[config.mk]
export PLATFORM = sky130hd
export DESIGN_NAME = di_reg_master
export DESIGN_NICKNAME = d
export VERILOG_FILES = /design/src/rtl/di_reg_master_pkg.sv /design/src/rtl/di_timeout_cnt.sv /design/src/rtl/di_reg_master.sv
export SDC_FILE = /design/constraint.sdc
export NUM_CORES = 1
export LEC_CHECK = 0
export CELL_PAD_IN_SITES_DETAIL_PLACEMENT = 1
export CELL_PAD_IN_SITES_GLOBAL_PLACEMENT = 1
export CORE_MARGIN = 4
export CORE_UTILIZATION = 48
export DETAILED_ROUTE_END_ITERATION = 7
export DONT_BUFFER_PORTS = 1
export PLACE_DENSITY_LB_ADDON = 0.05
export SYNTH_ARGS = -nofsm -noshare
export SYNTH_HDL_FRONTEND = slang
export SYNTH_SLANG_ARGS = --single-unit
[constraint.sdc]
create_clock -name di_clk -period 5.8 [get_ports di_clk]
set_clock_uncertainty 0.2 [all_clocks]
set_input_delay 0.87 -clock di_clk [delete_from_list [all_inputs] [get_ports di_clk]]
set_output_delay 0.87 -clock di_clk [all_outputs]
set_load 0.01 [all_outputs]
[src/rtl/di_reg_master_pkg.sv]
// Shared definitions for the DI-bus register initiator: FSM state encoding,
// response codes and DI address/data widths.
package di_reg_master_pkg;

  localparam int DI_TERM_W   = 16;
  localparam int DI_ADDR_W   = 32;
  localparam int DI_DATA_W   = 32;
  localparam int DI_STATUS_W = 16;

  typedef enum logic [2:0] {
    ST_IDLE  = 3'd0,
    ST_SETUP = 3'd1,
    ST_WWAIT = 3'd2,
    ST_RREQ  = 3'd3,
    ST_RWAIT = 3'd4,
    ST_RESP  = 3'd5
  } di_state_t;

  localparam logic [1:0] DI_RSP_OK       = 2'd0;
  localparam logic [1:0] DI_RSP_XFER_ERR = 2'd1;
  localparam logic [1:0] DI_RSP_TIMEOUT  = 2'd2;
  localparam logic [1:0] DI_RSP_NO_TERM  = 2'd3;

endpackage

[src/rtl/di_timeout_cnt.sv]
// Wait-state counter: cleared while not waiting, counts stalled cycles and
// flags the last cycle the initiator is allowed to wait.
module di_timeout_cnt #(
  parameter int TO_WIDTH       = 11,
  parameter int TIMEOUT_CYCLES = 1024
) (
  input  logic clk,
  input  logic reset,
  input  logic clr,
  input  logic en,
  output logic tc
);

  localparam logic [TO_WIDTH-1:0] TC_VALUE = TO_WIDTH'(TIMEOUT_CYCLES - 1);

  logic [TO_WIDTH-1:0] count;

  // Count stalled cycles; clear has priority so each wait starts from zero.
  always_ff @(posedge clk or posedge reset) begin
    if (reset) begin
      count <= '0;
    end else if (clr) begin
      count <= '0;
    end else if (en) begin
      count <= count + 1'b1;
    end
  end

  assign tc = (count == TC_VALUE);

endmodule

[src/rtl/di_reg_master.sv]
// Single-outstanding DI-bus initiator: converts a command/response request
// into the DI terminal read/write handshake and reports data and status.
module di_reg_master
  import di_reg_master_pkg::*;
#(
  parameter int TIMEOUT_CYCLES = 1024,
  parameter int TO_WIDTH       = 11
) (
  input  logic                   di_clk,
  input  logic                   reset,
  input  logic                   cmd_valid,
  output logic                   cmd_ready,
  input  logic                   cmd_write,
  input  logic [DI_TERM_W-1:0]   cmd_term,
  input  logic [DI_ADDR_W-1:0]   cmd_addr,
  input  logic [DI_DATA_W-1:0]   cmd_wdata,
  output logic                   rsp_valid,
  output logic [DI_DATA_W-1:0]   rsp_rdata,
  output logic [1:0]             rsp_code,
  output logic [DI_STATUS_W-1:0] rsp_xfer_status,
  output logic [DI_TERM_W-1:0]   di_term_addr,
  output logic [DI_ADDR_W-1:0]   di_reg_addr,
  output logic                   di_read_mode,
  output logic                   di_read_req,
  output logic                   di_read,
  output logic                   di_write_mode,
  output logic                   di_write,
  output logic [DI_DATA_W-1:0]   di_reg_datai,
  input  logic                   di_read_rdy,
  input  logic [DI_DATA_W-1:0]   di_reg_datao,
  input  logic                   di_write_rdy,
  input  logic [DI_STATUS_W-1:0] di_transfer_status,
  input  logic                   di_en
);

  di_state_t state, state_next;

  logic                   write_reg;
  logic                   to_clr;
  logic                   to_en;
  logic                   to_tc;
  logic                   load_rsp;
  logic [1:0]             code_next;
  logic [DI_DATA_W-1:0]   rdata_next;
  logic [DI_STATUS_W-1:0] status_next;

  di_timeout_cnt #(
    .TO_WIDTH       (TO_WIDTH),
    .TIMEOUT_CYCLES (TIMEOUT_CYCLES)
  ) u_timeout (
    .clk   (di_clk),
    .reset (reset),
    .clr   (to_clr),
    .en    (to_en),
    .tc    (to_tc)
  );

  // FSM state register.
  always_ff @(posedge di_clk or posedge reset) begin
    if (reset) begin
      state <= ST_IDLE;
    end else begin
      state <= state_next;
    end
  end

  // Next state, bus strobes/modes and the response to load on completion.
  // The response is resolved on the edge into RESP so it is valid during RESP.
  always_comb begin
    state_next    = state;
    cmd_ready     = 1'b0;
    rsp_valid     = 1'b0;
    di_read_mode  = 1'b0;
    di_read_req   = 1'b0;
    di_read       = 1'b0;
    di_write_mode = 1'b0;
    di_write      = 1'b0;
    to_clr        = 1'b1;
    to_en         = 1'b0;
    load_rsp      = 1'b0;
    code_next     = DI_RSP_OK;
    rdata_next    = '0;
    status_next   = '0;
    case (state)
      ST_IDLE: begin
        // Held low while reset is asserted so every output reads 0.
        cmd_ready = !reset;
        if (cmd_valid && !reset) state_next = ST_SETUP;
      end
      ST_SETUP: begin
        di_write_mode = write_reg;
        di_read_mode  = !write_reg;
        if (!di_en) begin
          load_rsp   = 1'b1;
          code_next  = DI_RSP_NO_TERM;
          state_next = ST_RESP;
        end else begin
          state_next = write_reg ? ST_WWAIT : ST_RREQ;
        end
      end
      ST_WWAIT: begin
        di_write_mode = 1'b1;
        to_clr        = 1'b0;
        if (di_write_rdy) begin
          di_write    = 1'b1;
          load_rsp    = 1'b1;
          status_next = di_transfer_status;
          code_next   = (di_transfer_status != '0) ? DI_RSP_XFER_ERR : DI_RSP_OK;
          state_next  = ST_RESP;
        end else if (to_tc) begin
          load_rsp   = 1'b1;
          code_next  = DI_RSP_TIMEOUT;
          state_next = ST_RESP;
        end else begin
          to_en = 1'b1;
        end
      end
      ST_RREQ: begin
        di_read_mode = 1'b1;
        di_read_req  = 1'b1;
        state_next   = ST_RWAIT;
      end
      ST_RWAIT: begin
        di_read_mode = 1'b1;
        to_clr       = 1'b0;
        if (di_read_rdy) begin
          di_read     = 1'b1;
          load_rsp    = 1'b1;
          rdata_next  = di_reg_datao;
          status_next = di_transfer_status;
          code_next   = (di_transfer_status != '0) ? DI_RSP_XFER_ERR : DI_RSP_OK;
          state_next  = ST_RESP;
        end else if (to_tc) begin
          load_rsp   = 1'b1;
          code_next  = DI_RSP_TIMEOUT;
          state_next = ST_RESP;
        end else begin
          to_en = 1'b1;
        end
      end
      ST_RESP: begin
        rsp_valid  = 1'b1;
        state_next = ST_IDLE;
      end
      default: state_next = ST_IDLE;
    endcase
  end

  // Command latch on accept and response registers that hold until the next RESP.
  always_ff @(posedge di_clk or posedge reset) begin
    if (reset) begin
      write_reg       <= 1'b0;
      di_term_addr    <= '0;
      di_reg_addr     <= '0;
      di_reg_datai    <= '0;
      rsp_code        <= DI_RSP_OK;
      rsp_rdata       <= '0;
      rsp_xfer_status <= '0;
    end else begin
      if (cmd_valid && cmd_ready) begin
        write_reg    <= cmd_write;
        di_term_addr <= cmd_term;
        di_reg_addr  <= cmd_addr;
        di_reg_datai <= cmd_wdata;
      end
      if (load_rsp) begin
        rsp_code        <= code_next;
        rsp_rdata       <= rdata_next;
        rsp_xfer_status <= status_next;
      end
    end
  end

endmodule

==> metrics.yaml, run 1 <==
power_and_ir_drop:
  ir_worst_vdd_uv: 316
  swShare_pct: 34.7
  seq_power_share_pct: 51.9
  p_sw_mw: 1.41
  p_leak_nw: 2.77
  clkPwrFrac_pct: 27.8
  p_int_mw: 2.65
  comb_power_share_pct: 20.3
  pwr_density_cell_nw_per_um2: 621
  power_mw: 4.06
yosys:
  synth.yosys.seq_area_share_pct: 61.8
  synth_nets: 541
  synth_xor_area_share_pct: 0.149
  synth.mux.area_fraction_pct: 16.2
  avgSynthCellArea_um2: 14.5
  ys_async_sr_fraction_pct: 100
  synthesis.area_um2: 5870
  synth_fa_ha_area_share_pct: 0.213
  synth_edf_count: 0
  synth-seq-cells: 145
  synth_top_family_by_area: "multiplexers"
  synthCells: 405
  ys.flop_type: "dfrtp_1"
  synth_compound_area_share_pct: 11.9
  synth-simple-area-share_pct: 6.40
  yosysUniqueCellTypes: 47
  yosys_warnings: 0
global_routing:
  grt_use_total_pct: 21.4
  grt_max_degree: 85
  grt_pass1_wl_um: 23300
  overflow: 0
  antenna_found_initial: 1
  grt_pass1_vias: 3993
finish:
  top_regs: "di_reg_addr (32), di_reg_datai (32), rsp_rdata (32)"
  mostFrequentLayoutCells: "dfrtp_1, mux2_2, a32o_1"
  areaGrowthSynthToFinish_pct: 11.3
  fin_util_pct: 54.4
  final_nets: 533
  final_layout_size_suffix_gt1_share_pct: 22.9
  final_common_cell: "dfrtp_1"
  diodes: 0
  fillCellCount: 1143
clock_tree:
  cts_made_buffers: 17
  path_clk_slew_ns: 0.06
  cts_resized: 0
  cts.sinks: 145
  tritoncts: "built"
  post_cts_buffers: 0
  cts_hold_buffers: 0
  cts_max_level: 4
  cts_max_path_buffers: 2
  clk_latency_ns: 0.42
  cts_root_buf: "clkbuf_16"
placed_design:
  hpwl_um: 10200
  numPortBuffers: 0
  place_congestion: 0.766
critical_path:
  required_ns: 4.73
  critPathKind: "flip-flop to output pin"
  start_kind: "flip-flop"
  end_kind: "output pin"
  cp.arrival_ns: 1.96
  path_max_fanout: 21
floorplanning:
  start_util_pct: 48.9
  dieArea_um2: 14100
  num_rows: 40
  coreArea_um2: 12000
  io_pins: 272
  die_x_um: 119
  die_y_um: 119
run:
  max_cap_violations: 0
routing:
  antenna_left: 0
  routedWlPerCell_um: 26.3
  drtIter0Drc: 247
  vias_per_cell: 6.38
  vias: 3552
  drc: 0
  first_pass_iters: 4
  drt_wl_total_um: 14600
sta:
  grt_setup_unrepaired: "false"
  finalHoldViolCount: 0
  final-max-slew-violation-count: 0
  finalCritPeriodShare_pct: 52.3
  fmax_mhz: 330
  slew_headroom_pct: 16.5
  worst_pin_slew_ns: 1.25
  period_minus_slack_ns: 3.03
  setup_violations: 0
  finalSetupTns_ns: 0
outcome:
  status: "completed"
hold_path:
  hp-class: "input port to async pin"
-- metrics by stage --
step                      cells  worst slack [ns]  area (µm²)  hold WS [ns]
final                       557              2.77        6530         0.248
after floorplan             405             0.816        5870         0.278
after CTS                   557              2.74        6530         0.273
after global placement      525              2.93        5910         0.292
after detailed placement    525              2.86        5910         0.311
after global routing        557              2.62        6530         0.301
-- metal layers --
metal,routed length (µm),track usage (%),share of wire [%],up-vias
met5,8,0,0.055,-
met4,254,7.60,1.7,2
met3,1420,10.3,9.7,21
met2,7650,36.3,52,175
met1,5290,23.2,36,1824
li1,-,-,-,1530
-- worst max-delay path, cell delays in order, from the launching register on --
cell and delay [ns]:
dfrtp_1 0.80, inv_1 0.19, o31ai_1 0.56
-- Yosys cell counts (3+ instances only) --
master | count | area, µm²
dfrtp_1 | 145 | 3630
mux2_2 | 50 | 563
a32o_1 | 48 | 480
mux2_1 | 31 | 349
clkbuf_1 | 13 | 48.8
buf_2 | 10 | 50.1
nand3_1 | 9 | 45.0
a21oi_1 | 8 | 40.0
nand2_1 | 8 | 30.0
nor2_1 | 8 | 30.0
buf_6 | 6 | 67.6
nor4_1 | 5 | 31.3
or3_1 | 5 | 31.3
inv_1 | 4 | 15.0
mux2i_1 | 4 | 40.0
o31ai_1 | 4 | 30.0
a21o_1 | 3 | 22.5
nand3b_1 | 3 | 22.5
nor3_1 | 3 | 15.0
o21ai_0 | 3 | 15.0
-- path summary, 6_finish.rpt --
kind | to | slack (ns) | cells past startpoint | startpoint
setup / recovery | di_read_mode | 2.77 | 2 | state[0]$_DFFE_PP0P_
hold / removal | di_reg_datai[31]$_DFFE_PP0P_ | 0.25 | 1 | reset
setup reg to reg | rsp_rdata[31]$_DFFE_PP0P_ | 2.80 | 4 | state[2]$_DFFE_PP0P_
hold reg to reg | u_timeout.count[10]$_DFFE_PP0P_ | 0.32 | 1 | u_timeout.count[10]$_DFFE_PP0P_
max in group asynchronous | di_reg_datai[13]$_DFFE_PP0P_ | 3.87 | 2 | reset
min in group di_clk | u_timeout.count[10]$_DFFE_PP0P_ | 0.32 | 1 | u_timeout.count[10]$_DFFE_PP0P_
-- power by group through the flow --
stage	Combinational (mW)	Clock, mW	Sequential [mW]
final	0.825	1.13	2.10
after global routing	0.929	1.20	2.17
after CTS	0.844	1.16	2.12
after detailed placement	0.838	0	2.12
after global placement	0.787	0	2.12
after floorplan	0.784	0	1.92
-- kinds of logic (layout without fill, tap and decap cells) --
logic type / Yosys count / after routing
buffers and inverters: 35 / 40
XOR/XNOR: 1 / 1
multiplexers: 85 / 85
AO/OA/AOI/OAI: 77 / 77
adder cells (fa/ha/maj): 1 / 1
AND/OR/NAND/NOR: 61 / 61
flip-flops: 145 / 145
-- cell type report --
cell class              instances  area [µm²]  share of cell area [%]
multi-input cells             225        2050                    31.4
repair buffers                  4        30.0                   0.460
inverters                       4        20.0                   0.307
clock buffers                  24         492                    7.53
well taps                     147         184                    2.82
flip-flops and latches        145        3630                    55.6
clock inverters                 8         125                    1.92
No activity file was read; power rests on OpenSTA's default activity.
==> inputs of run 2 (changes only) <==
==> constraint.sdc (replaced) <==
create_clock -name di_clk -period 3.1 [get_ports di_clk]
set_clock_uncertainty 0.2 [all_clocks]
set_input_delay 0.465 -clock di_clk [delete_from_list [all_inputs] [get_ports di_clk]]
set_output_delay 0.465 -clock di_clk [all_outputs]
set_load 0.01 [all_outputs]
==> run 2 against run 1 <==
- the run now fails in clock tree synthesis (4_1_cts)
- synthesized cell count is the same
- area after synthesis is the same
==> metrics.yaml, run 2 <==
outcome:
  status: "did not finish"
  lastStage: "clock tree synthesis (4_1_cts)"
  stop_error: "[ERROR RSZ-0060] Max buffer count reached."
clock_tree:
  cts_root_buf: "clkbuf_16"
  cts_made_buffers: 17
  cts_max_level: 4
  cts.sinks: 145
  cts_resized: 0
  cts_max_path_buffers: 2
  post_cts_buffers: 0
  cts_hold_buffers: 113
yosys:
  synth.mux.area_fraction_pct: 16.2
  synth_compound_area_share_pct: 11.9
  yosys_warnings: 0
  synth_top_area_share_pct: 61.8
  synth.most_common_cell: "dfrtp_1"
  ys_async_sr_fraction_pct: 100
  synthCells: 405
  synth.yosys.seq_area_share_pct: 61.8
  synth-seq-cells: 145
  synth_fa_ha_area_share_pct: 0.213
  yosysUniqueCellTypes: 47
  yosys.area.top_type: "dfrtp_1"
  ys.flop_type: "dfrtp_1"
  synth_xor_area_share_pct: 0.149
  synth_top_family_by_area: "multiplexers"
  synth_edf_count: 0
  avgSynthCellArea_um2: 14.5
  synth_area_leaders: "dfrtp_1, mux2_2, a32o_1"
  synthesis.area_um2: 5870
  synth_top_cells_by_count: "dfrtp_1, mux2_2, a32o_1, mux2_1, clkbuf_1"
  synth_nets: 541
  synth-simple-area-share_pct: 6.40
placed_design:
  numPortBuffers: 0
  hpwl_um: 10800
  place_congestion: 0.763
  place_inst: 531
floorplanning:
  num_rows: 40
  die_y_um: 119
  die_x_um: 119
  io_pins: 272
  start_util_pct: 48.9
[run 2: logic make-up after synthesis]
kind of cell	Yosys count
buf+inv	35
flops	145
simple gates	61
mux	85
fa+ha+maj	1
xor+xnor	1
compound gates	77
[run 2: stage by stage]
stage	utilization [%]	worst slack [ns]	instance area, µm²
3_3_place_gp	49.8	0.718	5990
2_1_floorplan	-	-0.263	5870
3_5_place_dp	49.8	0.668	5990
==> inputs of run 3 (changes only) <==
==> config.mk (replaced) <==
export PLATFORM = sky130hd
export DESIGN_NAME = di_reg_master
export DESIGN_NICKNAME = d
export VERILOG_FILES = /design/src/rtl/di_reg_master_pkg.sv /design/src/rtl/di_timeout_cnt.sv /design/src/rtl/di_reg_master.sv
export SDC_FILE = /design/constraint.sdc
export NUM_CORES = 1
export LEC_CHECK = 0
export CORE_MARGIN = 4
export CORE_UTILIZATION = 40
export DETAILED_ROUTE_END_ITERATION = 7
export DONT_BUFFER_PORTS = 1
export PLACE_DENSITY_LB_ADDON = 0.15
export SYNTH_ARGS = -nofsm -noshare
export SYNTH_HDL_FRONTEND = slang
export SYNTH_SLANG_ARGS = --single-unit
==> run 3 against run 2 <==
- the run again fails in clock tree synthesis (4_1_cts)
- synthesized cell count unchanged
- area after synthesis unchanged
==> metrics.yaml, run 3 <==
outcome:
  status: "did not finish"
  lastStage: "clock tree synthesis (4_1_cts)"
  stop_error: "[ERROR RSZ-0060] Max buffer count reached."
yosys:
  synth_top_cells_by_count: "dfrtp_1, mux2_2, a32o_1, mux2_1, clkbuf_1"
  ys_async_sr_fraction_pct: 100
  synth_area_leaders: "dfrtp_1, mux2_2, a32o_1"
  synthesis.area_um2: 5870
  yosysUniqueCellTypes: 47
  synth_nets: 541
  synth_top_area_share_pct: 61.8
  synthCells: 405
  synth_edf_count: 0
  ys.flop_type: "dfrtp_1"
  synth.most_common_cell: "dfrtp_1"
  synth.yosys.seq_area_share_pct: 61.8
  avgSynthCellArea_um2: 14.5
  yosys_warnings: 0
  yosys.area.top_type: "dfrtp_1"
  synth-seq-cells: 145
placed_design:
  numPortBuffers: 0
  place_area_um2: 6050
  place_congestion: 0.779
  hpwl_um: 10400
clock_tree:
  cts.sinks: 145
  cts_resized: 0
  cts_made_buffers: 17
  post_cts_buffers: 0
  cts_max_level: 4
  cts_hold_buffers: 122
  cts_root_buf: "clkbuf_16"
  cts_max_path_buffers: 2
floorplanning:
  die_y_um: 129
  num_rows: 44
  die_x_um: 129
  io_pins: 272
  start_util_pct: 40.5
run 3: cell counts after synthesis:
No cell type changed its count.
run 3: cells by family after synthesis:
family                   after synthesis  synth area share (%)
AO/OA/AOI/OAI                         77                  11.9
XOR/XNOR                               1                 0.149
adder cells (fa/ha/maj)                1                 0.213
buffers and inverters                 35                  3.35
flip-flops                           145                  61.8
multiplexers                          85                  16.2
AND/OR/NAND/NOR                       61                  6.40
run 3: stage by stage:
step | std cells | worst slack [ns] | util [%]
2_1_floorplan | 405 | -0.263 | -
3_3_place_gp | 572 | 0.776 | 41.8
3_5_place_dp | 572 | 0.770 | 41.8
